### src/rtl/uart_pkg.sv
// Shared UART definitions: receiver state encoding, frame constants and the
// command bytes understood by the downstream decoder.
package uart_pkg;

    typedef enum logic [2:0] {
        IDLE      = 3'd0,
        START     = 3'd1,
        DATA      = 3'd2,
        STOP      = 3'd3,
        WAIT_IDLE = 3'd4
    } state_t;

    localparam int         DATA_BITS = 8;
    localparam logic [3:0] MID_TICK  = 4'd7;
    localparam logic [3:0] LAST_TICK = 4'd15;

    localparam logic [7:0] CMD_R = 8'h52;
    localparam logic [7:0] CMD_L = 8'h4C;
    localparam logic [7:0] CMD_U = 8'h55;

    // Clock cycles per sample tick, truncated, never allowed below one.
    function automatic int calc_tick_div(input int clk_freq, input int baud, input int oversample);
        int div;
        div = clk_freq / (baud * oversample);
        return (div < 1) ? 1 : div;
    endfunction

endpackage

### src/rtl/uart_rx_baud_tick_gen.sv
// Free-running sample tick generator: one-cycle tick every TICK_DIV clocks.
// Shared between the UART receiver and transmitter.
module baud_tick_gen #(
    parameter int TICK_DIV = 651
) (
    input  logic clk,
    input  logic rst,
    output logic tick
);

    localparam int            CW   = (TICK_DIV > 1) ? $clog2(TICK_DIV) : 1;
    localparam logic [CW-1:0] LAST = CW'(TICK_DIV - 1);

    logic [CW-1:0] cnt;

    always_ff @(posedge clk or negedge rst) begin
        if (!rst) begin
            cnt <= '0;
        end else if (cnt == LAST) begin
            cnt <= '0;
        end else begin
            cnt <= cnt + 1'b1;
        end
    end

    // With TICK_DIV == 1 the counter stays at zero and tick is always high.
    assign tick = (cnt == LAST);

endmodule

### src/rtl/uart_rx.sv
// 8N1 UART receiver with 16x oversampling, 2-flop input synchronizer and
// start/stop bit validation. state_dbg exposes the FSM state for checkers.
//
// Output handshake: rx_done is a one-cycle valid strobe with no ready; rx_data
// is valid in the rx_done cycle and holds until the next good frame.
// frame_err is a one-cycle strobe, never coincident with rx_done.
module uart_rx
    import uart_pkg::*;
#(
    parameter int CLK_FREQ   = 100_000_000,
    parameter int BAUD       = 9600,
    parameter int OVERSAMPLE = 16
) (
    input  logic       clk,
    input  logic       rst,
    input  logic       rx,
    output logic [7:0] rx_data,
    output logic       rx_done,
    output logic       rx_busy,
    output logic       frame_err,
    output state_t     state_dbg
);

    localparam int TICK_DIV = calc_tick_div(CLK_FREQ, BAUD, OVERSAMPLE);

    logic tick;

    baud_tick_gen #(
        .TICK_DIV (TICK_DIV)
    ) u_tick (
        .clk  (clk),
        .rst  (rst),
        .tick (tick)
    );

    // Synchronizer flops reset to the idle line level.
    logic rx_meta;
    logic rx_s;

    always_ff @(posedge clk or negedge rst) begin
        if (!rst) begin
            rx_meta <= 1'b1;
            rx_s    <= 1'b1;
        end else begin
            rx_meta <= rx;
            rx_s    <= rx_meta;
        end
    end

    state_t         state,     state_n;
    logic [3:0]     tick_cnt,  tick_cnt_n;
    logic [2:0]     bit_cnt,   bit_cnt_n;
    logic [7:0]     shift_reg, shift_reg_n;
    logic [7:0]     rx_data_n;
    logic           rx_done_n;
    logic           frame_err_n;

    always_ff @(posedge clk or negedge rst) begin
        if (!rst) begin
            state     <= IDLE;
            tick_cnt  <= '0;
            bit_cnt   <= '0;
            shift_reg <= '0;
            rx_data   <= '0;
            rx_done   <= 1'b0;
            frame_err <= 1'b0;
        end else begin
            state     <= state_n;
            tick_cnt  <= tick_cnt_n;
            bit_cnt   <= bit_cnt_n;
            shift_reg <= shift_reg_n;
            rx_data   <= rx_data_n;
            rx_done   <= rx_done_n;
            frame_err <= frame_err_n;
        end
    end

    always_comb begin
        state_n     = state;
        tick_cnt_n  = tick_cnt;
        bit_cnt_n   = bit_cnt;
        shift_reg_n = shift_reg;
        rx_data_n   = rx_data;
        rx_done_n   = 1'b0;
        frame_err_n = 1'b0;

        unique case (state)
            IDLE: begin
                if (!rx_s) begin
                    state_n    = START;
                    tick_cnt_n = '0;
                end
            end

            // Re-check the line at the middle of the start bit to reject glitches.
            START: begin
                if (tick) begin
                    if (tick_cnt == MID_TICK) begin
                        tick_cnt_n = '0;
                        bit_cnt_n  = '0;
                        state_n    = rx_s ? IDLE : DATA;
                    end else begin
                        tick_cnt_n = tick_cnt + 4'd1;
                    end
                end
            end

            DATA: begin
                if (tick) begin
                    if (tick_cnt == LAST_TICK) begin
                        tick_cnt_n  = '0;
                        shift_reg_n = {rx_s, shift_reg[7:1]};
                        if (bit_cnt == 3'(DATA_BITS - 1)) begin
                            state_n = STOP;
                        end else begin
                            bit_cnt_n = bit_cnt + 3'd1;
                        end
                    end else begin
                        tick_cnt_n = tick_cnt + 4'd1;
                    end
                end
            end

            // Leaving at the stop-bit midpoint leaves half a bit to catch the next start.
            STOP: begin
                if (tick) begin
                    if (tick_cnt == LAST_TICK) begin
                        tick_cnt_n = '0;
                        if (rx_s) begin
                            rx_data_n = shift_reg;
                            rx_done_n = 1'b1;
                            state_n   = IDLE;
                        end else begin
                            frame_err_n = 1'b1;
                            state_n     = WAIT_IDLE;
                        end
                    end else begin
                        tick_cnt_n = tick_cnt + 4'd1;
                    end
                end
            end

            // A break or stuck-low line must go high before a new start is accepted.
            WAIT_IDLE: begin
                if (rx_s) begin
                    state_n = IDLE;
                end
            end

            default: begin
                state_n = IDLE;
            end
        endcase
    end

    assign rx_busy   = (state == START) || (state == DATA) || (state == STOP);
    assign state_dbg = state;

endmodule

### config.mk
export PLATFORM = sky130hd
export DESIGN_NAME = uart_rx
export DESIGN_NICKNAME = d
export VERILOG_FILES = /design/src/rtl/uart_pkg.sv /design/src/rtl/uart_rx_baud_tick_gen.sv /design/src/rtl/uart_rx.sv
export SDC_FILE = /design/constraint.sdc
export NUM_CORES = 1
export LEC_CHECK = 0
export CORE_ASPECT_RATIO = 0.7
export CORE_MARGIN = 3
export CORE_UTILIZATION = 48
export DETAILED_ROUTE_END_ITERATION = 12
export PLACE_DENSITY = 0.71
export REMOVE_ABC_BUFFERS = 1
export SLEW_MARGIN = 20
export SYNTH_ARGS = -nofsm -noshare
export SYNTH_HDL_FRONTEND = slang
export SYNTH_SLANG_ARGS = --single-unit
### constraint.sdc
create_clock -name clk -period 1.8 [get_ports clk]
set_input_delay 0.36 -clock clk [delete_from_list [all_inputs] [get_ports clk]]
set_output_delay 0.36 -clock clk [all_outputs]
set_load 0.02 [all_outputs]
# Word level (Yosys, flattened, before mapping)
# Index checks and enable logic that the tools add are counted.
# word_totals
output_inout_bits,14
romBits,0
word_cells,76
reg_bits,40
memories,0
latchBits,0
ram_bits,0
# op_classes
n_eq_ne,19
n_shift,0
add_sub_neg,3
order_cmp,0
mux,33
div_mod_pow,0
n_bitwise,0
mul,0
n_reduce_logical,11
# ops
op,count
3-bit 2-to-1 mux,15
4-bit 2-to-1 mux,5
"2-bit inequality test, second input constant",10
3-bit one-hot mux with 5 select lines,1
4-bit one-hot mux with 3 select lines,1
"10-bit by 1-bit adder with 10-bit output, second input constant",1
"10-bit == test, second input constant",1
10-bit 2-to-1 mux,1
9-bit AND reduction,1
1-bit 2-to-1 mux,8
4-bit AND reduction,2
"3-bit by 2-bit == test with 1-bit output, second input constant",2
"3-bit == test, second input constant",2
3-bit one-hot mux with 2 select lines,1
6-bit AND reduction,1
"4-bit by 1-bit adder with 4-bit output, second input constant",1
"4-bit by 3-bit == test with 1-bit output, second input constant",1
"4-bit == test, second input constant",1
"3-bit by 1-bit adder with 3-bit output, second input constant",1
"3-bit by 1-bit == test with 1-bit output, second input constant",1
3-bit zero test,1
3-bit AND reduction,1
3-bit nonzero test,1
1-bit logical OR,2
other kinds (4),4

# Longest topological paths before layout
# Gate-level depths: netlist (run 1).
# logic_depth
word_depth,5
depth_mapped,6
mapped_depth_nobuf,6

# By module
# Synthesis (run 1) repeated with hierarchy kept, for this count alone.
# unflattened
hier_cells,153
area_unflattened_um2,1879.3
# modules_own_cells
module,n_inst,cells_each,area_per_inst_um2
uart_rx,1,107,1366.3
baud_tick_gen,1,46,513.0

# Worst setup path after synthesis (run 1)
# Ideal clock, no wire load.
# synth_path
path_type,register to register
from,register u_tick.cnt[5]
to,register shift_reg[0]
path_buffers,1
t_required_ns,1.675
arrival_ns,1.758
slack_ns,-0.083
period_less_slack_ns,1.883
path_stages_with_launch,6
path_cell_list,dfrtp_1 -> nor4b_4 -> nand4_2 -> or3_1 -> buf_6 -> mux2_4
# synth_between
elab_chain_len,2
# synth_lines
item,line_no,text
start: declaration,uart_rx_baud_tick_gen.sv:14,logic [CW-1:0] cnt;
start signal: assignment,uart_rx_baud_tick_gen.sv:22,cnt <= cnt + 1'b1;
10-bit == test,uart_rx_baud_tick_gen.sv:27,assign tick = (cnt == LAST);
3-bit AND reduction (no source line),n/a,
end signal: assignment,uart_rx.sv:71,shift_reg <= shift_reg_n;
end: declaration,uart_rx.sv:53,"logic [7:0] shift_reg, shift_reg_n;"
# No other way between the ends.
# A chain may end at the register's enable or synchronous reset.

# Final worst setup path (run 1)
# layout_path
from,register u_tick.cnt[6]
to,register bit_cnt[2]
# layout_between
elab_chain_len,3
# layout_lines
item,line_no,text
10-bit == test (*),uart_rx_baud_tick_gen.sv:27,
2-bit inequality test (no source line),n/a,
6-bit AND reduction (no source line) (*),n/a,
end signal: assignment,uart_rx.sv:70,bit_cnt <= bit_cnt_n;
end: declaration,uart_rx.sv:52,"logic [2:0] bit_cnt, bit_cnt_n;"
# Every way passes the cells marked *; elsewhere a longest branch is shown, timed or not.

==> qor.log, run 1 <==
[outcome] outcome complete, but fails checks
[timing] final-layout setup total negative slack -0.3646 ns
[yosys] fraction of synthesized cell area in xor and xnor cells 3.282%
[yosys] most common cell in the netlist sky130_fd_sc_hd__dfrtp_1
[outcome] violated checks setup timing
[global_routing] first-pass GRT wire length 6.548 mm
[pwr] NetSw 0.3307 mW
[global_routing] overall track demand over capacity in global routing 18.64%
[critical_path] Slowest cell on crit path sky130_fd_sc_hd__dfrtp_1
[detailed_routing] DRT iter0 DRCs 81
[placement] HPWL reported at the end of detailed placement 2.707 mm
[layout] final net count 211
[yosys] Gate Count Post-Synth 157
[timing] Max-Slew Margin vs Limit 66.92%
[clock_network] clock slew seen by the registers of the worst setup and hold paths 0.08 ns
[timing] post-route minimum period 1.851 ns
[placement] Post-Place Cell Area 2250 sq um
[pwr] share of total power consumed by net switching 18.45%
[timing] Worst Slack Setup Final -0.05096 ns
[yosys] area fraction of the dominant cell type after synthesis 50.90%
[pwr] clock network fraction of design power 48.1%
[detailed_routing] number of routed nets with antenna violations 0
[pwr] Sequential Power Share 50.6%
[critical_path] startpoint type of the worst setup path register
[yosys] multiplexer area fraction after synthesis 13.60%
[yosys] dominant combinational cell family by area after synthesis simple AND/OR/NAND/NOR gates
[floorplan] Die Y 58.20 microns
[critical_path] length in cells of the worst reg-to-reg path 5
[critical_path] startpoint of the most critical setup path u_tick.cnt[6]
[pwr] Leak 1.191 nW
[timing] Setup violations, final 19
[critical_path] endpoint of the most critical register-to-register path bit_cnt[2]
[floorplan] Boundary Pins 17
[critical_path] Largest delay share family, worst path simple AND/OR/NAND/NOR gates
[run] Max Cap Viol 0
[layout] area of the multi-input gates 874.6 sq um
[clock_network] TritonCTS clock tree built
[yosys] ys async rst share 100.0%
[critical_path] source of the worst register-to-register timing path u_tick.cnt[6]
[critical_path] CP Max Fanout 3
[placement] routability congestion estimate from global placement 0.8004
[layout] fraction of layout cells with a size suffix above 1 35.78%
[layout] fill cell total of the finished layout 274
[critical_path] worst reg-to-reg setup slack -0.05 ns
[critical_path] data required time of the worst path 1.98 ns
[timing] fmax 540.3 MHz
[detailed_routing] Total Routed Length 3.895 mm
[timing] post-route fraction of the period consumed by the critical path 102.8%
[critical_path] WP data arrival 2.03 ns
[pwr] largest voltage drop on the vdd net 0.5113 mV
[detailed_routing] routed via count 1357
[global_routing] aggregate global routing overflow 0
[floorplan] standard cell core area 3626 sq um
[global_routing] via count of the first global-routing pass 1370
[timing] setup repair after global routing missed its margin true
[timing] final-report hold violation count 0
[floorplan] effective utilization at floorplan 51.52%
[layout] Area growth, synth to finish 32.55%
[yosys] post-synthesis adder-cell area fraction 3.349%
[timing] count of final max-slew check failures 0
[layout] footprint of the flip-flops and latches 1006 sq um
[pwr] Gate power share 1.3%
[yosys] top post-synthesis cells by count sky130_fd_sc_hd__dfrtp_1 (38), sky130_fd_sc_hd__nor2_1 (16), sky130_fd_sc_hd__nand2_1 (12)
[placement] total of buffers placed on input and output ports 16
[clock_network] count of H-tree levels built during CTS 2
[yosys] number of flops mapped to enable cells by yosys 0
[timing] Min Hold Slack 0.1081 ns
[pwr] internal power consumption 1.461 mW
[min_path] Hold Crit Class in2async
[yosys] simple-gate share of the synthesized area 17.15%
[detailed_routing] Remaining DRCs 0
[global_routing] initial antenna violation count 0
[yosys] number of distinct library cell variants in the gate-level netlist after synthesis 40
[critical_path] worst setup path endpoint bit_cnt[2]
[yosys] area of the mapped netlist 1868 sq um
[timing] Worst Max-Slew Pin Slew 0.4963 ns
[floorplan] die footprint 4688 sq um
[clock_network] total number of clock tree sinks 40
[detailed_routing] drt first pass iters 4
[yosys] FF+latch count, synth 40
[pwr] power per unit of standard cell area 723.7 nW/um^2
[floorplan] row count 18
[detailed_routing] post-DR wirelength/cell 15.33 microns
[global_routing] largest net degree at the start of global routing 41
[yosys] warnings from Yosys 0
[layout] n_diodes 0
[detailed_routing] Via density 5.343
[critical_path] CP Capture Type register
[layout] summed area of non-filler cells in the final layout 2476 sq um
[critical_path] combined buffer and inverter count along the critical path 1
[clock_network] CTS Buffer Depth 2
[yosys] share of the yosys chip area belonging to registers 53.72%
[yosys] Synth Area per Inst 11.90 sq um
[yosys] cell type with the highest aggregate area in the netlist sky130_fd_sc_hd__dfrtp_1
[critical_path] critical path start-end classification reg2reg
[clock_network] clock latency at the later pin of the worst-skew pair 0.29 ns
[critical_path] cell chain of the critical path nor4b_4 -> nand4_2 -> buf_6 -> nor4_4 -> mux2_4
[clock_network] CTS Buf Count 5
[clock_network] buffer cell driving the clock tree root sky130_fd_sc_hd__clkbuf_8
[critical_path] CP peak stage delay 0.41 ns
[yosys] Top FF cell, synth sky130_fd_sc_hd__dfrtp_1
[yosys] most area-consuming cells after synthesis sky130_fd_sc_hd__dfrtp_1 (51%), sky130_fd_sc_hd__mux2_2 (6.6%), sky130_fd_sc_hd__mux2_4 (6.4%)
[yosys] fraction of the mapped netlist area in compound gates 6.430%
[timing] clock tree skew after final layout 0.009845 ns
[critical_path] Worst path depth 5
[floorplan] horizontal extent of the die 80.57 microns
[layout] number of flip-flops in the largest register 10
## repair_timing
action	in CTS	in global routing
setup endpoints to repair	22	24
resized for setup	12	6
pin swaps	2	3
hold buffers	0	0
setup buffers	2	1
## worst min-delay path by stage
stage | to | start | slack, ns | cells past startpoint
6_report | shift_reg[4] | rst | 0.11 | 2
3_3_place_gp | rx_s | rx_meta | 0.35 | 0
3_5_place_dp | rx_s | rx_meta | 0.35 | 0
2_1_floorplan | bit_cnt[0] | rst | 0.06 | 0
4_1_cts | shift_reg[4] | rst | 0.12 | 2
5_1_grt | rx_done | rst | 0.14 | 2
## area by class of cell
cell class,count,share of cell area (%)
clock buffers,6,2.931
repair buffers,45,15.56
inverters,4,0.6064
multi-input cells,107,35.32
well taps,50,2.527
clock inverters,2,2.425
flip-flops and latches,40,40.63
## cell families (layout without fill, tap and decap cells)
kind of cell,Yosys count,in the layout
AO/OA/AOI/OAI,18,18
adder cells (fa/ha/maj),5,5
buffers and inverters,10,57
AND/OR/NAND/NOR,57,57
XOR/XNOR,7,7
multiplexers,20,20
flip-flops,40,40
## power groups by stage
stage	logic (mW)	clock network (mW)	registers [mW]
4_1_cts	0.0240	0.872	0.906
5_1_grt	0.0273	0.929	0.907
6_report	0.0229	0.862	0.907
2_1_floorplan	0.00148	0	0.922
3_3_place_gp	0.0230	0	0.923
3_5_place_dp	0.0242	0	0.923
## routing by layer
layer  track usage, %  part of all wire [%]
met5                0                     0
met4            6.506                   1.2
met3            5.280                   4.3
met2            29.72                    49
met1            24.60                    45
## placed cells by master (no fill, tap or decap), types with 2 or more instances in the layout
master	instances
sky130_fd_sc_hd__a21oi_1	5
sky130_fd_sc_hd__a31o_2	2
sky130_fd_sc_hd__and3_1	3
sky130_fd_sc_hd__buf_4	26
sky130_fd_sc_hd__buf_6	3
sky130_fd_sc_hd__bufinv_16	2
sky130_fd_sc_hd__clkbuf_8	5
sky130_fd_sc_hd__clkdlybuf4s50_1	13
sky130_fd_sc_hd__dfrtp_1	36
sky130_fd_sc_hd__dfrtp_2	2
sky130_fd_sc_hd__dfstp_2	2
sky130_fd_sc_hd__ha_1	5
sky130_fd_sc_hd__inv_1	4
sky130_fd_sc_hd__mux2_2	8
sky130_fd_sc_hd__mux2_4	11
sky130_fd_sc_hd__nand2_1	12
sky130_fd_sc_hd__nand3_1	7
sky130_fd_sc_hd__nor2_1	16
sky130_fd_sc_hd__nor3_1	2
sky130_fd_sc_hd__nor3b_2	2
sky130_fd_sc_hd__o21ai_0	2
sky130_fd_sc_hd__o31ai_1	2
sky130_fd_sc_hd__xnor2_1	3
sky130_fd_sc_hd__xor2_1	4
## through the flow
stage | utilization [%] | power (mW) | cells | setup WS, ns
global route | 68.29 | 1.863 | 254 | -0.1297
floorplan | - | 0.9233 | 151 | -0.2347
CTS | 67.39 | 1.803 | 253 | -0.09718
global placement | 62.04 | 0.9465 | 243 | -0.06250
finish | 68.29 | 1.792 | 254 | -0.05096
detailed placement | 62.04 | 0.9476 | 243 | -0.1384
Power figures use the tool's default switching activity.
==> run 2: changes to the inputs <==
==> constraint.sdc (replaced) <==
create_clock -name clk -period 1.7 [get_ports clk]
set_input_delay 0.34 -clock clk [delete_from_list [all_inputs] [get_ports clk]]
set_output_delay 0.34 -clock clk [all_outputs]
set_load 0.02 [all_outputs]
==> run 2 against run 1 <==
Against the previous run: register-to-register slack got worse by 0.14 ns; critical endpoint is now rx_data[7]; via count rose by 3.0%; core utilization increased by 4.7 points; worst hold slack lost 0.0042 ns; combinational power increased by 7%; clock power fell by 6.1%; first-iteration DRC count is 60% lower; the flow still finishes with violations (setup timing); fmax is 2.3% lower.
==> qor.log, run 2 (synthesized netlist as in run 1, its figures left out) <==
[outcome] outcome complete, but fails checks
[outcome] violated checks setup timing
[clock_network] clock slew seen by the registers of the worst setup and hold paths 0.08 ns
[pwr] NetSw 0.3522 mW
[timing] setup repair after global routing missed its margin true
[layout] fraction of layout cells with a size suffix above 1 44.04%
[critical_path] critical path start-end classification reg2reg
[critical_path] WP data arrival 2.07 ns
[layout] Area growth, synth to finish 41.73%
[floorplan] effective utilization at floorplan 51.52%
[floorplan] Boundary Pins 17
[layout] fill cell total of the finished layout 241
[timing] count of final max-slew check failures 0
[detailed_routing] post-DR wirelength/cell 15.55 microns
[pwr] power per unit of standard cell area 677.1 nW/um^2
[pwr] Leak 1.284 nW
[global_routing] first-pass GRT wire length 7.003 mm
[clock_network] count of H-tree levels built during CTS 2
[global_routing] initial antenna violation count 0
[global_routing] overall track demand over capacity in global routing 19.47%
[detailed_routing] number of routed nets with antenna violations 0
[placement] total of buffers placed on input and output ports 16
[pwr] largest voltage drop on the vdd net 0.3969 mV
[floorplan] row count 18
[run] Max Cap Viol 0
[clock_network] CTS Buf Count 5
[min_path] Hold Crit Class in2async
[layout] area of the multi-input gates 929.6 sq um
[pwr] clock network fraction of design power 45.1%
[timing] fmax 528.1 MHz
[timing] Worst Slack Setup Final -0.1937 ns
[pwr] internal power consumption 1.440 mW
[clock_network] buffer cell driving the clock tree root sky130_fd_sc_hd__clkbuf_8
[clock_network] total of hold buffers inserted after clock tree synthesis 0
[pwr] Gate power share 1.4%
[detailed_routing] drt first pass iters 4
[layout] number of flip-flops in the largest register 10
[detailed_routing] Total Routed Length 4.167 mm
[clock_network] CTS Buffer Depth 2
[detailed_routing] routed via count 1398
[timing] clock tree skew after final layout 0.003009 ns
[detailed_routing] DRT iter0 DRCs 32
[placement] routability congestion estimate from global placement 0.8193
[global_routing] via count of the first global-routing pass 1469
[clock_network] TritonCTS clock tree built
[critical_path] CP Capture Type register
[critical_path] startpoint type of the worst setup path register
[pwr] share of total power consumed by net switching 19.65%
[critical_path] CP Max Fanout 5
[timing] post-route minimum period 1.894 ns
[layout] final net count 225
[global_routing] aggregate global routing overflow 0
[timing] Worst Max-Slew Pin Slew 0.4928 ns
[layout] commonest non-fill, non-tap cells in the layout sky130_fd_sc_hd__dfrtp_1 (37), sky130_fd_sc_hd__buf_4 (32), sky130_fd_sc_hd__mux2_4 (17)
[layout] Final Util 73.02%
[layout] footprint of the flip-flops and latches 1005 sq um
[global_routing] largest net degree at the start of global routing 41
[clock_network] clock latency at the later pin of the worst-skew pair 0.28 ns
[timing] final-report hold violation count 0
[timing] Max-Slew Margin vs Limit 67.15%
[floorplan] horizontal extent of the die 80.57 microns
[timing] final-layout setup total negative slack -3.369 ns
[floorplan] standard cell core area 3626 sq um
[timing] Setup violations, final 28
[floorplan] Die Y 58.20 microns
[timing] post-route fraction of the period consumed by the critical path 111.4%
[floorplan] die footprint 4688 sq um
[critical_path] data required time of the worst path 1.87 ns
[pwr] Sequential Power Share 53.5%
[placement] HPWL reported at the end of detailed placement 2.783 mm
[detailed_routing] Via density 5.216
[clock_network] total number of clock tree sinks 40
[layout] most common library cell in the layout ignoring fill and taps sky130_fd_sc_hd__dfrtp_1
[layout] n_diodes 0
[detailed_routing] Remaining DRCs 0
## run 2: cell types whose count changed in the layout (fill, tap and decap cells not counted), moves of 2 or more
| cell | before | now |
|---|---|---|
| sky130_fd_sc_hd__a21oi_1 | 5 | 1 |
| sky130_fd_sc_hd__a21oi_2 | 1 | 5 |
| sky130_fd_sc_hd__buf_4 | 26 | 32 |
| sky130_fd_sc_hd__buf_6 | 3 | 10 |
| sky130_fd_sc_hd__clkdlybuf4s50_1 | 13 | 11 |
| sky130_fd_sc_hd__dlygate4sd2_1 | 1 | 3 |
| sky130_fd_sc_hd__mux2_2 | 8 | 2 |
| sky130_fd_sc_hd__mux2_4 | 11 | 17 |
## run 2: worst max-delay path, stage by stage, from the launching register on
cell,delay [ns]
sky130_fd_sc_hd__dfrtp_1,0.41
sky130_fd_sc_hd__nor4b_4,0.34
sky130_fd_sc_hd__buf_4,0.17
sky130_fd_sc_hd__and4_4,0.23
sky130_fd_sc_hd__and3_4,0.20
sky130_fd_sc_hd__buf_6,0.13
sky130_fd_sc_hd__mux2_4,0.30
## run 2: through the flow
stage          cell area, sq um  power, mW  hold WS (ns)  setup slack [ns]  cells
2_1_floorplan              1837     0.9777       0.04441           -0.3347    151
3_3_place_gp               2317      1.002        0.3495           -0.1678    252
3_5_place_dp               2317      1.003        0.3482           -0.2988    252
4_1_cts                    2531      1.806        0.1103           -0.1673    261
5_1_grt                    2648      1.865        0.1362           -0.2578    268
6_report                   2648      1.793        0.1039           -0.1937    268
## run 2: layout make-up
type                       count  area share [%]
inverter                       4          0.5671
tap                           50           2.363
clock buffer                   6           3.119
timing repair buffer          59           19.42
clock inverter                 2           1.465
multi-input combinational    107           35.11
sequential                    40           37.95
## run 2: worst paths after layout
path | slack, ns | from | cells after the start | to
setup / recovery | -0.19 | u_tick.cnt[6] | 6 | rx_data[7]
hold / removal | 0.10 | rst | 2 | shift_reg[4]
setup reg to reg | -0.19 | u_tick.cnt[6] | 6 | rx_data[7]
hold reg to reg | 0.36 | rx_meta | 0 | rx_s
max in group asynchronous | 1.23 | rst | 2 | state_dbg[2]
min in group clk | 0.36 | rx_meta | 0 | rx_s
## run 2: power groups by stage
stage	Sequential (mW)	Combinational (mW)	Clock [mW]
after floorplan	0.976	0.00156	0
after global placement	0.978	0.0245	0
after detailed placement	0.977	0.0252	0
after CTS	0.959	0.0251	0.822
after global routing	0.960	0.0289	0.877
final	0.959	0.0245	0.809
## run 2: repair_timing
item                       in CTS  in global routing
pin swaps                       3                  8
buffers inserted                1                  7
gates resized for setup        25                 21
setup endpoints to repair      27                 28
## run 2: per-layer routing
metal	share of wire (%)	wire length, microns	global-route usage (%)	vias up
met2	50	2084	32.31	19
li1	-	-	-	673
met5	0	0	0	-
met1	46	1920	26.18	704
met4	0.41	17	4.096	0
met3	3.5	146	4.814	2
==> variant 1: new RTL, settings of run 2 <==
`CLK_FREQ`: 100_000_000 -> 50_000_000.
--- a/src/rtl/uart_rx.sv
+++ b/src/rtl/uart_rx.sv
@@ -7,7 +7,7 @@
 module uart_rx
     import uart_pkg::*;
 #(
-    parameter int CLK_FREQ   = 100_000_000,
+    parameter int CLK_FREQ   = 50_000_000,
     parameter int BAUD       = 9600,
     parameter int OVERSAMPLE = 16
 ) (
Formal check against the unedited RTL: same outputs for any inputs over 10 cycles, from zero or initial values and one cycle with rst low; that may be too few to reach the edited logic, so the function may still have changed.
==> variant 1 against run 2 <==
- the run still ends with negative setup slack left
- critical path depth rose by 2
- setup slack improved by 0.14 ns
- cell area fell by 12%
- sequential cell count fell by 1
- total power fell by 12%
- largest cell class unchanged
- final cell count fell by 14%
- routed wire length fell by 12%
- via count fell by 9.9%
- highest routed layer unchanged
- area after synthesis fell by 7.0%
==> variant 1: results (changes against run 2) <==
----------------------------------------------------
[Run status]
  Status ... finished with violations (unchanged)
  Violated checks ... negative setup slack (unchanged)

[Final layout]
  Net count reported at finish ... 191 (was 225)
  Flip-flop count of the largest register after layout ... 9 (was 10)
  # fillers ... 236 (was 241)
  Fraction of final layout cells with drive strength greater than 1 ... 0.393 (was 0.440)
  Antenna diodes ... 0 (unchanged)

[Synth]
  Most frequent cells after synthesis ... sky130_fd_sc_hd__dfrtp_1 (37), sky130_fd_sc_hd__mux2_2 (18), sky130_fd_sc_hd__nor2_1 (9) (was sky130_fd_sc_hd__dfrtp_1 (38), sky130_fd_sc_hd__nor2_1 (16), sky130_fd_sc_hd__nand2_1 (12))
  Synthesized-area fraction occupied by ao, oa, aoi and oai cells ... 0.0778 (was 0.0643)
  Post-synthesis adder-cell area fraction ... 0.0360 (was 0.0335)
  Top_reg_cell synth ... sky130_fd_sc_hd__dfrtp_1 (unchanged)
  Mux cell area share after synthesis ... 0.117 (was 0.136)
  Post-Synth XOR/XNOR Area ... 0.0403 (was 0.0328)
  Proportion of synthesized chip area in sequential cells ... 0.563 (was 0.537)
  Post-synth cell types ... 36 (was 40)
  Largest cells by area after synthesis ... sky130_fd_sc_hd__dfrtp_1 (53%), sky130_fd_sc_hd__mux2_2 (12%), sky130_fd_sc_hd__ha_1 (3.6%) (was sky130_fd_sc_hd__dfrtp_1 (51%), sky130_fd_sc_hd__mux2_2 (6.6%), sky130_fd_sc_hd__mux2_4 (6.4%))

[GRT]
  Via count of the first global-routing pass ... 1297 (was 1469)
  Global routing usage summed across all routing layers ... 0.178 (was 0.195)
  Maximum number of pins on one net before global-route repair ... 40 (was 41)
  Wire length of the first global-routing pass ... 6270 um (was 7000 um)

[Setup path]
  Critical Path AT ... 1.97 ns (was 2.07 ns)
  Launch point of the critical path ... u_tick.cnt[0] (was u_tick.cnt[6])
  FF-to-FF path depth ... 8 (was 6)
  Critical-path maximum fanout ... 3 (was 5)
  Reg-to-reg endpoint ... tick_cnt[3] (was rx_data[7])

[Detailed routing]
  WL/cell ... 15.9 um (was 15.5 um)
  Average via count per standard cell ... 5.48 (was 5.22)
  Number of DRC violations after detailed-routing iteration 0 ... 62 (was 32)

[CTS]
  Post-cts resize count ... 15 (was 25)
  Buffers inserted during post-CTS setup optimization ... 2 (was 1)

[Power]
  Maximum VDD drop ... 525 uV (was 397 uV)
  Proportion of total power due to net switching ... 0.203 (was 0.196)
  Leakage power figure ... 1.11 nW (was 1.28 nW)

[Placed design]
  Post-DP HPWL ... 2350 um (was 2780 um)
  Input/output buffers ... 16 (unchanged)
  Worst slack, placed ... -0.112 ns (was -0.299 ns)
  RD Place Congestion ... 0.912 (was 0.819)

[STA]
  Final number of setup-violating endpoints ... 3 (was 28)
  Final Skew ... 0.00249 ns (was 0.00301 ns)
  Worst max-slew margin expressed relative to the limit ... 0.685 (was 0.671)
  Setup slack of the critical path after layout ... -0.0561 ns (was -0.194 ns)

----------------------------------------------------
==> variant 1: cell count changes in the layout (fill, tap and decap cells not counted), moves of 3 or more <==
cell                      change
sky130_fd_sc_hd__and3_1       +3
sky130_fd_sc_hd__buf_6        -9
sky130_fd_sc_hd__mux2_2       +7
sky130_fd_sc_hd__a21oi_2      -5
sky130_fd_sc_hd__ha_1         -3
sky130_fd_sc_hd__mux2_4       -8
sky130_fd_sc_hd__nor2_1       -8
sky130_fd_sc_hd__buf_4        -7
sky130_fd_sc_hd__nand2_1      -8
==> variant 1: how the worst min path moves through the flow <==
stage	from	endpoint	slack, ns
floorplan	rst	bit_cnt[0]	0.04
global placement	rx_meta	rx_s	0.35
detailed placement	rx_meta	rx_s	0.35
CTS	rst	rx_data[0]	0.11
global route	rst	rx_done	0.14
finish	rst	rx_data[0]	0.1
==> variant 1: power by group through the flow <==
| stage | sequential, W | combinational, W | clock (W) |
|---|---|---|---|
| floorplan | 0.000952 | 0.000000531 | 0 |
| global placement | 0.000953 | 0.0000230 | 0 |
| detailed placement | 0.000953 | 0.0000239 | 0 |
| CTS | 0.000935 | 0.0000238 | 0.000636 |
| global route | 0.000935 | 0.0000267 | 0.000677 |
| finish | 0.000935 | 0.0000221 | 0.000618 |
==> variant 1: critical path: stages, from the launching register on <==
cell and delay [ns]:
sky130_fd_sc_hd__dfrtp_1 0.38, sky130_fd_sc_hd__inv_1 0.06, sky130_fd_sc_hd__ha_1 0.13, sky130_fd_sc_hd__and4b_1 0.24
sky130_fd_sc_hd__nand2_2 0.10, sky130_fd_sc_hd__buf_6 0.14, sky130_fd_sc_hd__buf_4 0.13, sky130_fd_sc_hd__nor4_1 0.32
sky130_fd_sc_hd__a311o_1 0.19
==> variant 1: layer usage <==
metal  share of wire  track usage  routed length [um]
met5               0            0                   0
met4          0.0082       0.0449                  30
met3           0.031       0.0497                 113
met2            0.48        0.294                1750
met1            0.48        0.234                1760
==> variant 1: area by class of cell <==
cell class                      count  area share
Sequential cell                    39       0.419
Clock buffer                        6      0.0353
Tap cell                           47      0.0251
Multi-Input combinational cell     89       0.345
Timing Repair Buffer               44       0.166
Clock inverter                      1     0.00214
Inverter                            4     0.00642
==> variant 1: through the flow <==
| stage | setup TNS [ns] | utilization | power (W) | instance area [sq um] | cells |
|---|---|---|---|---|---|
| 4_1_cts | -0.0384 | 0.691 | 0.00159 | 2280 | 230 |
| 5_1_grt | -1.04 | 0.710 | 0.00164 | 2340 | 230 |
| 3_3_place_gp | -0.174 | 0.651 | 0.000976 | 2150 | 221 |
| 3_5_place_dp | -0.658 | 0.651 | 0.000977 | 2150 | 221 |
| 2_1_floorplan | -0.939 | - | 0.000952 | 1710 | 132 |
| 6_report | -0.112 | 0.710 | 0.00157 | 2340 | 230 |
==> variant 2: new RTL, settings of run 2 <==
Made on the original files. One comparison of `tick_cnt` changes from == to >=.
--- a/src/rtl/uart_rx.sv
+++ b/src/rtl/uart_rx.sv
@@ -95,7 +95,7 @@
             // Re-check the line at the middle of the start bit to reject glitches.
             START: begin
                 if (tick) begin
-                    if (tick_cnt == MID_TICK) begin
+                    if (tick_cnt >= MID_TICK) begin
                         tick_cnt_n = '0;
                         bit_cnt_n  = '0;
                         state_n    = rx_s ? IDLE : DATA;
Function: same outputs for any inputs over 10 cycles, from zero or initial values and one cycle with rst low; that may be too few to reach the edited logic, so the function may still have changed.
==> variant 2 against run 2 <==
- the flow still finishes with violations (negative setup slack)
- cell area increased by 3.4%
- synthesized cell count fell by 1.3%
- area after synthesis grew 0.80%
- sequential cell count stayed put
- final cell count stayed put
- combinational power is 15% higher
- total power fell by 2.0%
- routed wire length increased by 14%
- setup slack lost 0.038 ns
==> variant 2: results (changes against run 2) <==
----------------------------------------------------
[Run status]
  Status ... finished with violations (unchanged)
  Violated checks ... negative setup slack (unchanged)

[GRT]
  Global routing usage summed across all routing layers ... 0.213 (was 0.195)
  Number of antenna violations at the first check in global routing ... 0 (unchanged)
  Met3 Track Usage GR ... 0.0459 (was 0.0481)
  Wire length of the first global-routing pass ... 7530 um (was 7000 um)
  Met2 Track Usage GR ... 0.360 (was 0.323)
  Met1 demand-to-capacity share in global routing ... 0.277 (was 0.262)
  Via count of the first global-routing pass ... 1553 (was 1469)
  Maximum number of pins on one net before global-route repair ... 23 (was 41)

[Placed design]
  RD Place Congestion ... 0.874 (was 0.819)
  Post-DP HPWL ... 2960 um (was 2780 um)
  DP Area ... 2340 sq um (was 2320 sq um)
  Worst slack, placed ... -0.244 ns (was -0.299 ns)
  Number of instances in the placed design ... 250 (was 252)

[Setup path]
  Reg-to-reg endpoint ... state_dbg[1] (was rx_data[7])
  FF-to-FF path depth ... 9 (was 6)
  Kind of cell with the highest combined delay on the critical path ... compound AO/OA/AOI/OAI gates (was simple AND/OR/NAND/NOR gates)
  Critical Path AT ... 2.10 ns (was 2.07 ns)
  Critical-path maximum fanout ... 3 (was 5)
  CP peak stage delay ... 0.37 ns (was 0.41 ns)
  Beginning of the worst register-to-register path ... bit_cnt[1] (was u_tick.cnt[6])

[Synth]
  Post-synth cell types ... 43 (was 40)
  Most frequent cells after synthesis ... sky130_fd_sc_hd__dfrtp_1 (38), sky130_fd_sc_hd__mux2_2 (20), sky130_fd_sc_hd__nor2_1 (14) (was sky130_fd_sc_hd__dfrtp_1 (38), sky130_fd_sc_hd__nor2_1 (16), sky130_fd_sc_hd__nand2_1 (12))
  Number of cells produced by synthesis ... 155 (was 157)
  Proportion of synthesized chip area in sequential cells ... 0.533 (was 0.537)
  Largest cells by area after synthesis ... sky130_fd_sc_hd__dfrtp_1 (50%), sky130_fd_sc_hd__mux2_2 (12%), sky130_fd_sc_hd__ha_1 (3.3%) (was sky130_fd_sc_hd__dfrtp_1 (51%), sky130_fd_sc_hd__mux2_2 (6.6%), sky130_fd_sc_hd__mux2_4 (6.4%))

[STA]
  Worst hold slack ... 0.00385 ns (was 0.104 ns)
  Setup slack of the critical path after layout ... -0.232 ns (was -0.194 ns)
  Final number of setup-violating endpoints ... 25 (was 28)
  Final Skew ... 0.00773 ns (was 0.00301 ns)
  Worst max-slew margin expressed relative to the limit ... 0.670 (was 0.671)
  Setup TNS Final ... -2.96 ns (was -3.37 ns)

[Detailed routing]
  Aggregate routed wire length ... 4760 um (was 4170 um)
  Number of DRC violations after detailed-routing iteration 0 ... 53 (was 32)
  Average via count per standard cell ... 5.63 (was 5.22)

[Final layout]
  Fraction of final layout cells with drive strength greater than 1 ... 0.445 (was 0.440)

[CTS]
  Maximum level of the CTS H-tree ... 2 (unchanged)

[Power]
  Maximum VDD drop ... 670 uV (was 397 uV)
  Leakage power figure ... 1.27 nW (was 1.28 nW)

----------------------------------------------------
-- variant 2: changes by cell type in the layout (fill, tap and decap cells not counted), moves of 3 or more --
cell | run 2 | this run
sky130_fd_sc_hd__mux2_2 | 2 | 10
sky130_fd_sc_hd__mux2_4 | 17 | 10
sky130_fd_sc_hd__nand2_1 | 11 | 6
sky130_fd_sc_hd__nor2_1 | 16 | 11
sky130_fd_sc_hd__a21oi_2 | 5 | 1
sky130_fd_sc_hd__buf_4 | 32 | 36
sky130_fd_sc_hd__buf_6 | 10 | 6
sky130_fd_sc_hd__ha_1 | 5 | 2
-- variant 2: layout make-up --
class                           count  area [sq um]  area share
Sequential cell                    40          1000       0.367
Tap cell                           50          62.6      0.0229
Timing Repair Buffer               59           508       0.186
Clock inverter                      3          42.5      0.0155
Inverter                            5          18.8     0.00686
Multi-Input combinational cell    106          1030       0.377
Clock buffer                        5          68.8      0.0251
-- variant 2: how the worst max path moves through the flow --
stage	startpoint	endpoint	slack, ns	cells after the start
after floorplan	u_tick.cnt[0]	shift_reg[0]	-0.23	6
after global routing	bit_cnt[1]	state_dbg[1]	-0.29	9
after CTS	u_tick.cnt[0]	tick_cnt[0]	-0.17	7
after detailed placement	u_tick.cnt[0]	rx_data[7]	-0.24	7
final	bit_cnt[1]	state_dbg[1]	-0.23	9
after global placement	bit_cnt[0]	bit_cnt[0]	-0.15	7
-- variant 2: per-layer routing --
metal,up-vias,part of all wire
met4,0,0.023
met1,772,0.43
met5,-,0
met2,34,0.52
li1,692,-
met3,11,0.030
-- variant 2: worst reg2reg max path, stage by stage (launching register included) --
cell	delay, ns
sky130_fd_sc_hd__dfrtp_1	0.37
sky130_fd_sc_hd__ha_2	0.20
sky130_fd_sc_hd__ha_4	0.14
sky130_fd_sc_hd__nor2_4	0.04
sky130_fd_sc_hd__buf_4	0.13
sky130_fd_sc_hd__buf_4	0.12
sky130_fd_sc_hd__buf_4	0.12
sky130_fd_sc_hd__a22o_1	0.23
sky130_fd_sc_hd__o31ai_2	0.34
sky130_fd_sc_hd__o31ai_4	0.12
-- variant 2: what timing repair did --
item,4_1_cts,5_1_grt
gates resized for setup,33,15
setup buffers,4,5
cloned,1,0
pin swaps,10,3
setup endpoints to repair,28,28
-- variant 2: kinds of logic (layout without fill, tap and decap cells) --
kind of cell | after synthesis | in the layout | synth area share
mux | 21 | 21 | 0.125
compound gates | 19 | 19 | 0.0791
buf+inv | 10 | 72 | 0.0226
fa+ha+maj | 5 | 5 | 0.0332
simple gates | 51 | 52 | 0.165
flops | 40 | 40 | 0.533
xor+xnor | 9 | 9 | 0.0419
-- variant 2: where the power goes --
part           internal [W]  switching [W]   total, W
combinational    0.00000796      0.0000202  0.0000282
sequential         0.000955     0.00000548   0.000961
clock              0.000434       0.000334   0.000769
total               0.00140       0.000360    0.00176
